### src/rtl/axi_fanin_arb_ctrl.sv
// Sequencing controller for a binary tree of 2:1 request fan-in nodes.
// Drives the per-level round-robin flag bits, locks the tree onto an
// exclusive winner until it releases or goes idle too long, and flags
// grant anomalies.
//
// Ports:
//   clk, rst_n   - clock, asynchronous active-low reset
//   gnt_vec_i    - per-initiator grant from the tree leaves
//   excl_vec_i   - per-initiator exclusive attribute of the current request
//   release_i    - pulse: lock owner's exclusive sequence is complete
//   rr_flag_o    - round-robin pointer, bit L feeds tree level L
//   lock_o       - forces all tree nodes into exclusive mode
//   sel_o        - lock owner index, bit L feeds exclusive select of level L
//   timeout_o    - one-cycle pulse on forced release
//   grant_err_o  - one-cycle pulse: multi-hot or non-owner grant last cycle
module axi_fanin_arb_ctrl #(
  parameter int unsigned N_INIT       = 4,
  parameter int unsigned LOG_N_INIT   = 2,
  parameter int unsigned TIMER_WIDTH  = 8,
  parameter int unsigned LOCK_TIMEOUT = 255
) (
  input  logic                  clk,
  input  logic                  rst_n,
  input  logic [N_INIT-1:0]     gnt_vec_i,
  input  logic [N_INIT-1:0]     excl_vec_i,
  input  logic                  release_i,
  output logic [LOG_N_INIT-1:0] rr_flag_o,
  output logic                  lock_o,
  output logic [LOG_N_INIT-1:0] sel_o,
  output logic                  timeout_o,
  output logic                  grant_err_o
);

  localparam logic [TIMER_WIDTH-1:0] TimerLast = TIMER_WIDTH'(LOCK_TIMEOUT - 1);

  typedef enum logic [0:0] {StArb, StLocked} state_e;

  state_e                  state_q, state_d;
  logic [LOG_N_INIT-1:0]   rr_q, rr_d;
  logic [LOG_N_INIT-1:0]   sel_q, sel_d;
  logic [TIMER_WIDTH-1:0]  timer_q, timer_d;
  logic                    timeout_q, timeout_d;
  logic                    err_q, err_d;

  logic                    accept;
  logic                    multi;
  logic                    owner_acc;
  logic [LOG_N_INIT-1:0]   win;

  assign accept = |gnt_vec_i;
  // Clearing the lowest set bit leaves something only if two or more were set.
  assign multi  = (gnt_vec_i & (gnt_vec_i - 1'b1)) != '0;

  // Lowest set bit wins; scan downwards so the lowest index is written last.
  always_comb begin
    win = '0;
    for (int k = N_INIT - 1; k >= 0; k--) begin
      if (gnt_vec_i[k]) win = LOG_N_INIT'(k);
    end
  end

  assign owner_acc = accept && (win == sel_q);

  always_comb begin
    state_d   = state_q;
    rr_d      = rr_q;
    sel_d     = sel_q;
    timer_d   = timer_q;
    timeout_d = 1'b0;
    err_d     = multi;
    unique case (state_q)
      StArb: begin
        if (accept) begin
          // Power-of-two width makes the increment wrap modulo N_INIT.
          rr_d = rr_q + 1'b1;
          if (excl_vec_i[win]) begin
            state_d = StLocked;
            sel_d   = win;
            timer_d = '0;
          end
        end
      end
      StLocked: begin
        // A grant to anyone but the owner means the tree ignored the lock.
        if (accept && !owner_acc) err_d = 1'b1;
        if (release_i) begin
          state_d = StArb;
          timer_d = '0;
        end else if (timer_q == TimerLast && !owner_acc) begin
          state_d   = StArb;
          timer_d   = '0;
          timeout_d = 1'b1;
        end else if (owner_acc) begin
          timer_d = '0;
        end else if (timer_q != '1) begin
          timer_d = timer_q + 1'b1;
        end
      end
      default: state_d = StArb;
    endcase
  end

  always_ff @(posedge clk or negedge rst_n) begin
    if (!rst_n) begin
      state_q   <= StArb;
      rr_q      <= '0;
      sel_q     <= '0;
      timer_q   <= '0;
      timeout_q <= 1'b0;
      err_q     <= 1'b0;
    end else begin
      state_q   <= state_d;
      rr_q      <= rr_d;
      sel_q     <= sel_d;
      timer_q   <= timer_d;
      timeout_q <= timeout_d;
      err_q     <= err_d;
    end
  end

  assign rr_flag_o   = rr_q;
  assign lock_o      = (state_q == StLocked);
  assign sel_o       = sel_q;
  assign timeout_o   = timeout_q;
  assign grant_err_o = err_q;

endmodule

### config.mk
export PLATFORM = sky130hd
export DESIGN_NAME = axi_fanin_arb_ctrl
export DESIGN_NICKNAME = d
export VERILOG_FILES = /design/src/rtl/axi_fanin_arb_ctrl.sv
export SDC_FILE = /design/constraint.sdc
export NUM_CORES = 1
export LEC_CHECK = 0
export BUFFER_PORTS_ARGS = -buffer_cell sky130_fd_sc_hd__buf_2
export CORE_MARGIN = 5
export CORE_UTILIZATION = 53
export CTS_CLUSTER_SIZE = 16
export DETAILED_ROUTE_END_ITERATION = 12
export MAX_ROUTING_LAYER = met4
export PLACE_DENSITY = 0.81
export SYNTH_ARGS = -nofsm -noshare
export SYNTH_HDL_FRONTEND = slang
export SYNTH_SLANG_ARGS = --single-unit
### constraint.sdc
create_clock -name clk -period 2.5 [get_ports clk]
set_input_delay 0.25 -clock clk [delete_from_list [all_inputs] [get_ports clk]]
set_output_delay 0.25 -clock clk [all_outputs]
set_load 0.03 [all_outputs]
== Word level (Yosys, flattened, before mapping) ==
Cells that the tools add are included.
Cells by class
  $add $sub $neg: 3
  order comparisons: 1
  equality and inequality tests: 6
  muxes and demuxes: 23
  bitwise logic cells: 2
  reduce and logical (&&, ||, !) cells: 9
Operators by type and width (count)
  $mux 8: 6
  $pmux 8 s2: 1
  $mux 1: 10
  $add 8x1->8 const B: 1
  $eq 8x8->1 const B: 1
  $mux 2: 4
  $ne 8x8->1 const B: 1
  $reduce_and 3->1: 2
  $ne 5x2->1 const B: 1
  $and 4x4->4: 1
  $ne 2x2->1 const B: 2
  $reduce_bool 4->1: 1
  $reduce_or 4->1: 1
  $sub 4x1->4 const B: 1
  $logic_and 1x1->1: 3
  $lt 2x3->1 const B: 1
  $add 2x1->2 const B: 1
  $bmux 1 s2: 1
  $eq 2x2->1: 1
  $pmux 1 s2: 1
  $reduce_and 2->1: 1
  $logic_not 1->1: 1
  $not 1->1: 1
Storage, ports and cells
  flip-flop bits (word level): 15

== Longest topological paths before layout ==
Gate-level depths: netlist (run 1).
  word-level depth: 11
  gate-level depth with buffers: 7

== Worst setup path before layout (run 1) ==
OpenSTA, ideal clock, no wires.
  kind: register to register
  from: reg timer_q[0]
  to: reg timer_q[1]
  data arrival time: 1.713 ns
  data required time: 2.368 ns
  path slack: 0.654 ns
  stages on the path, launching flop included: 8
  path buffers: 1
  period minus slack after synthesis: 1.846 ns
  cells stage by stage: dfrtp_1 -> inv_1 -> ha_1 -> or4_1 -> a311oi_2 -> or2_1 -> buf_6 -> o41ai_2
On the way
  word-level cells in the longest chain between the ends: 6
  elaborated cells between the ends (all ways): 11
  classes of those cells: 1 x add/sub; 3 x eq/ne; 5 x mux; 2 x reduce/logical
RTL lines
  start, declared: line 41  | logic [TIMER_WIDTH-1:0] timer_q, timer_d;
  start signal, assigned: line 115  | timer_q <= timer_d;
  $add 8x1->8: line 96  | timer_d = timer_q + 1'b1;
  $mux 8: line 95  | end else if (timer_q != '1) begin
  $mux 8: line 93  | end else if (owner_acc) begin
  $mux 8: line 89  | end else if (timer_q == TimerLast && !owner_acc) begin
  $mux 8: line 86  | if (release_i) begin
  $pmux 8 s2: line 71  | unique case (state_q)
Several ways; a longest one is shown, not always the timed one. The select of a mux whose other input is x is not followed.
A chain may end at the register's enable or synchronous reset.

== Final worst setup path (run 1) ==
  from: reg timer_q[0]
  to: reg timer_q[2]
The elaborated chain is that of the path after synthesis.

==> results of run 1 <==
## cell families after synthesis
family | count (synthesis)
multiplexers | 3
XOR/XNOR | 2
AND/OR/NAND/NOR | 47
AO/OA/AOI/OAI | 25
flip-flops | 15
buffers and inverters | 9
adder cells (fa/ha/maj) | 2
## cells in the mapped netlist
cell type | instances | area (um^2)
nor2b_4 | 1 | 13.8
a221oi_1 | 1 | 8.76
a21o_1 | 2 | 15.0
buf_6 | 3 | 33.8
or4_1 | 1 | 7.51
a311oi_2 | 1 | 15.0
and3_1 | 1 | 6.26
ha_1 | 2 | 25.0
nand2b_1 | 2 | 12.5
a211oi_1 | 1 | 7.51
nor4b_1 | 1 | 8.76
a311o_1 | 1 | 10.0
or2_1 | 1 | 6.26
a211o_1 | 6 | 52.6
mux2_1 | 1 | 11.3
a31oi_1 | 2 | 12.5
nand2_1 | 10 | 37.5
nor3b_1 | 1 | 7.51
nand3_1 | 3 | 15.0
a21oi_2 | 1 | 8.76
nand4_1 | 2 | 12.5
o21ai_0 | 3 | 15.0
nor2b_1 | 1 | 6.26
nor3_1 | 9 | 45.0
dfrtp_1 | 15 | 375
o41ai_2 | 1 | 16.3
nand3b_1 | 1 | 7.51
mux2_4 | 1 | 15.0
xor2_1 | 1 | 8.76
a2111oi_0 | 1 | 8.76
buf_4 | 1 | 7.51
o31ai_1 | 1 | 7.51
o311a_1 | 1 | 10.0
mux2i_1 | 1 | 10.0
o21a_1 | 1 | 7.51
and2_1 | 2 | 12.5
nor4_1 | 4 | 25.0
a21oi_1 | 2 | 10.0
xnor2_1 | 1 | 8.76
inv_1 | 5 | 18.8
nor2_1 | 7 | 26.3
## worst paths after layout
| check | from | slack [ps] | depth (start not counted) | endpoint |
|---|---|---|---|---|
| setup reg to reg | timer_q[0] | 360 | 6 | timer_q[2] |
| setup / recovery | timer_q[0] | 360 | 6 | timer_q[2] |
| hold reg to reg | rr_flag_o[1] | 490 | 1 | rr_flag_o[1] |
| min in group asynchronous | rst_n | 380 | 2 | timer_q[6] |
| max in group asynchronous | rst_n | 1870 | 2 | timer_q[3] |
| hold / removal | gnt_vec_i[3] | 270 | 3 | grant_err_o |
## layout by cell type (no fill, tap or decap), drive strengths merged, types with 2 or more instances in the layout
cell type,Yosys,routed
nor2b,2,2
ha,2,2
a21o,2,2
inv,5,5
nor3,9,9
o21ai,3,3
and2,2,2
nand2b,2,2
nand3,3,3
mux2,2,2
a31oi,2,2
buf,4,17
a211o,6,6
dfrtp,15,15
nor4,4,4
nor2,7,7
nand4,2,2
a21oi,3,3
nand2,10,10
clkbuf,0,3
## state kept, by name, summed over array words and instances, names as in the netlist
register     count
timer_q          8
rr_flag_o        2
sel_o            2
grant_err_o      1
lock_o           1
timeout_o        1
## timing repair
action | 4_1_cts | 5_1_grt
endpoints found under the hold margin | 15 | 0
endpoints found under the setup margin | 0 | 0
gates resized for setup | 0 | 0
hold buffers | 1 | 0
## critical path: cells and delay by family, from the launching register on
kind	cells	cell delay (ps)
and+or+nand+nor	3	960
AOI/OAI and AO/OA	2	450
DFF	1	430
adders and majority gates	1	240
## report_power, final
group | internal, uW | switching (uW) | total (uW)
combinational | 84.8 | 159 | 243
sequential | 278 | 40.8 | 319
clock | 60.9 | 83.6 | 144
## per-layer routing
layer,vias to the layer above,share of wire [%]
li1,419,-
met1,417,44
met2,28,49
met3,2,6.0
met4,0,0.53
met5,-,0
## layout make-up
cell class / instances / area, um^2
inverters: 5 / 18.8
clock inverters: 1 / 7.51
fillers: 161 / 642
well taps: 25 / 31.3
clock buffers: 3 / 22.5
multi-input cells: 79 / 534
repair buffers: 18 / 95.1
flip-flops and latches: 15 / 375
## metrics by stage
step / util, % / instance area [um^2] / setup WS [ps] / std cells / hold WS [ps]
detailed placement: 60.5 / 1040 / 405 / 141 / 169
global route: 62.8 / 1080 / 182 / 146 / 302
CTS: 62.8 / 1080 / 365 / 146 / 274
global placement: 60.5 / 1040 / 490 / 141 / 169
finish: 62.8 / 1080 / 358 / 146 / 268
floorplan: - / 970 / 654 / 103 / -45.6
==> impl_metrics.ini, run 1 <==
[sta]
clock_skew_ps = 3.45
fin_setup_tns_ps = 0
hold_viol_final = 0
fmax_mhz = 467
setup_viol = 0
rsz0062_at_grt = false
relSlewSlack_pct = 59.7
worstMarginPinSlew_ps = 604
slew_violations = 0
period_minus_slack_ps = 2140
fin_crit_sh_pct = 85.7

[yosys]
ys_ff_latch = 15
synth_top_family_by_area = simple AND/OR/NAND/NOR gates
yosysWarnings = 0
synth_area_um2 = 970
netlist_instances = 103
synth_xor_area_share_pct = 1.81
synthMuxAreaShare_pct = 3.74
synth.distinct_cells = 41
postSynthAreaPerCell_um2 = 9.41
synth-compound-area-share_pct = 21.2
synthAdderAreaFrac_pct = 2.58
synth-simple-area-share_pct = 25.8
syn_nets = 116
seq_area_frac_synth_pct = 38.7

[die]
start_util_pct = 56.2
fp.dieW_um = 52.8
ios = 18
die_height_um = 52.8
coreArea_um2 = 1730
rows = 15
dieArea_um2 = 2790

[setup_path]
max_stage_delay_ps = 460
start_kind = flop
endpoint_kind = flop
crit_chain = ha_1 > nand3_1 > or4_1 > a311oi_2 > or2_1 > a211o_1
worst_ep_arrival_time_ps = 2370
critical_path_class = flop to flop
worstPathMaxFanout = 8
required_ps = 2730
crit_slowest_cell = or4_1

[cells_and_area]
num_antenna_cells = 0
area_growth_pct = 11.9
fin_nets = 135
drive_gt1_share_pct = 21.5

[global_routing]
grt_pass1_wl_um = 3820
grt_pass1_vias = 843
grt_max_degree = 16
grt_antenna_before_repair = 0
use_met3_pct = 5.98
gr-usage-met1_pct = 24.0
gr-usage-all-layers_pct = 19.1
grt_overflow_total = 0
busiest_layer = met2
grt_util_met2_pct = 30.4

[routing]
wl_per_cell_um = 14.1
wirelength_um = 2060
firstDrtPassIters = 4
drt-initial-drc-count = 52
vias_per_cell = 5.93
drc = 0
ant_nets = 0
num_vias = 866

[flow_run]
drv_cap = 0

[power_and_ir_drop]
ir_drop_mv = 0.531
pwr_density_cell_nw_per_um2 = 652
power_uw = 707
leakage_uw = 0.000520

[clock_tree]
cts_buffers = 3
clock_path_buffers = 2
cts-root-buf = clkbuf_4
clock_latency_ps = 290
cts_tree = yes
clk_pin_slew_ps = 90
htreeDepth = 1
clock_sinks = 15
postCtsSetupBuffers = 0

[status]
status = finished, final reports clean

[placed_design]
hpwl_um = 1520
gp_congestion = 0.799
portBuffers = 17

[worst_hold_path]
hold_path_class = primary input to flop
Note: power is estimated with default switching activity, not from simulation.
==> inputs of run 2 (changes only) <==
--- a/config.mk
+++ b/config.mk
@@ -6,12 +6,14 @@
 export NUM_CORES = 1
 export LEC_CHECK = 0
 export BUFFER_PORTS_ARGS = -buffer_cell sky130_fd_sc_hd__buf_2
+export CELL_PAD_IN_SITES_DETAIL_PLACEMENT = 1
+export CELL_PAD_IN_SITES_GLOBAL_PLACEMENT = 1
 export CORE_MARGIN = 5
-export CORE_UTILIZATION = 53
+export CORE_UTILIZATION = 41
 export CTS_CLUSTER_SIZE = 16
 export DETAILED_ROUTE_END_ITERATION = 12
 export MAX_ROUTING_LAYER = met4
-export PLACE_DENSITY = 0.81
+export PLACE_DENSITY_LB_ADDON = 0.1
 export SYNTH_ARGS = -nofsm -noshare
 export SYNTH_HDL_FRONTEND = slang
 export SYNTH_SLANG_ARGS = --single-unit
==> impl_metrics.ini, run 2 (synthesis gave the netlist of run 1 again) <==
[power_and_ir_drop]
switching_share_pct = 40.3
p_int_uw = 423
ir_drop_mv = 0.449
power_frac_clock_pct = 20.4
seq_power_share_pct = 45.1
leakage_uw = 0.000524
switchingPower_uw = 285
power_uw = 708
pwr-share-comb_pct = 34.5
pwr_density_cell_nw_per_um2 = 652

[sta]
fmax_mhz = 458
slew_violations = 0
hold_viol_final = 0
worstMarginPinSlew_ps = 623
rsz0062_at_grt = false
setup_viol = 0
period_minus_slack_ps = 2180
fin_setup_tns_ps = 0
clock_skew_ps = 3.97
relSlewSlack_pct = 58.5
fin_crit_sh_pct = 87.3

[global_routing]
gr-usage-all-layers_pct = 15.6
grt_max_degree = 16
grt_overflow_total = 0
grt_pass1_wl_um = 4050
grt_antenna_before_repair = 0
grt_pass1_vias = 901

[clock_tree]
cts_buffers = 3
cts_tree = yes
clk_pin_slew_ps = 100
cts-root-buf = clkbuf_4
htreeDepth = 1
clock_sinks = 15
postCtsHoldBufs = 1
ctsResizeCount = 0
postCtsSetupBuffers = 0
clock_path_buffers = 2
clock_latency_ps = 290

[die]
coreArea_um2 = 2230
die_height_um = 58.6
dieArea_um2 = 3440
rows = 17
ios = 18
fp.dieW_um = 58.6
start_util_pct = 43.4

[status]
status = finished, final reports clean

[placed_design]
dpl-instance-area_um2 = 1050
hpwl_um = 1790
place_inst = 144
gp_congestion = 0.735
portBuffers = 17

[setup_path]
critical_path_class = flop to flop
max_stage_delay_ps = 460
worstPathMaxFanout = 8
worst_ep_arrival_time_ps = 2410
endpoint_kind = flop
crit_chain = ha_1 > nand3_1 > or4_1 > a311oi_2 > or2_1 > a211o_1
start_kind = flop
crit_slowest_cell = or4_1
required_ps = 2730

[cells_and_area]
final_common_cell = buf_2
final_core_util_pct = 48.6
final_cell_mix = buf_2, dfrtp_1, nand2_1
top_register = timer_q
nFillCells = 272
fin_nets = 135
drive_gt1_share_pct = 21.5
area_growth_pct = 12.0
fin_cells = 149
postLayoutCellArea_um2 = 1090
num_antenna_cells = 0
largest_reg_flops = 8

[routing]
drt-initial-drc-count = 22
wirelength_um = 2370
ant_nets = 0
drc = 0
firstDrtPassIters = 4
num_vias = 857
vias_per_cell = 5.75
wl_per_cell_um = 15.9

[flow_run]
drv_cap = 0

[worst_hold_path]
hold_path_class = primary input to flop
## run 2: cell count changes in the layout (fill, tap and decap cells not counted)
cell	previous run	this run
clkinv_2	0	1
clkinvlp_4	1	0
## run 2: area by class of cell
cell class | count | area (um^2) | area share (%)
flip-flops and latches | 15 | 375 | 34.6
clock inverters | 1 | 5.00 | 0.461
repair buffers | 18 | 95.1 | 8.76
clock buffers | 3 | 22.5 | 2.07
well taps | 28 | 35.0 | 3.23
inverters | 5 | 18.8 | 1.73
multi-input cells | 79 | 534 | 49.2
## run 2: final timing paths
path                       slack (ps)    startpoint      endpoint  cells after the start
max                               320    timer_q[0]    timer_q[4]                      6
min                               290  gnt_vec_i[3]   grant_err_o                      3
max reg2reg                       320    timer_q[0]    timer_q[4]                      6
min reg2reg                       480  rr_flag_o[1]  rr_flag_o[1]                      1
max in group asynchronous        1860         rst_n    timer_q[1]                      2
min in group asynchronous         390         rst_n    timer_q[7]                      2
## run 2: worst max-delay path, delay by kind of cell, from the launching register on
family	cells	cell delay (ps)
simple gates	3	990
compound gates	2	480
fa+ha+maj	1	240
flops	1	430
## run 2: power by group through the flow
stage          clock (uW)  combinational (uW)  sequential, uW
3_3_place_gp            0                 239             321
5_1_grt               165                 266             326
2_1_floorplan           0                 121             379
6_report              145                 244             319
3_5_place_dp            0                 246             325
4_1_cts               153                 248             320
## run 2: metal layers
layer | wire length (um) | GRT usage, % | vias to the layer above
met3 | 88 | 2.63 | 2
li1 | - | - | 422
met4 | 17 | 4.85 | 0
met2 | 1080 | 25.0 | 14
met5 | 0 | - | -
met1 | 1180 | 20.2 | 419
## run 2: metrics by stage
| step | worst slack (ps) | hold slack [ps] |
|---|---|---|
| after floorplan | 654 | -45.6 |
| after global placement | 453 | 176 |
| after detailed placement | 346 | 182 |
| after CTS | 318 | 288 |
| after global routing | 173 | 348 |
| final | 319 | 293 |
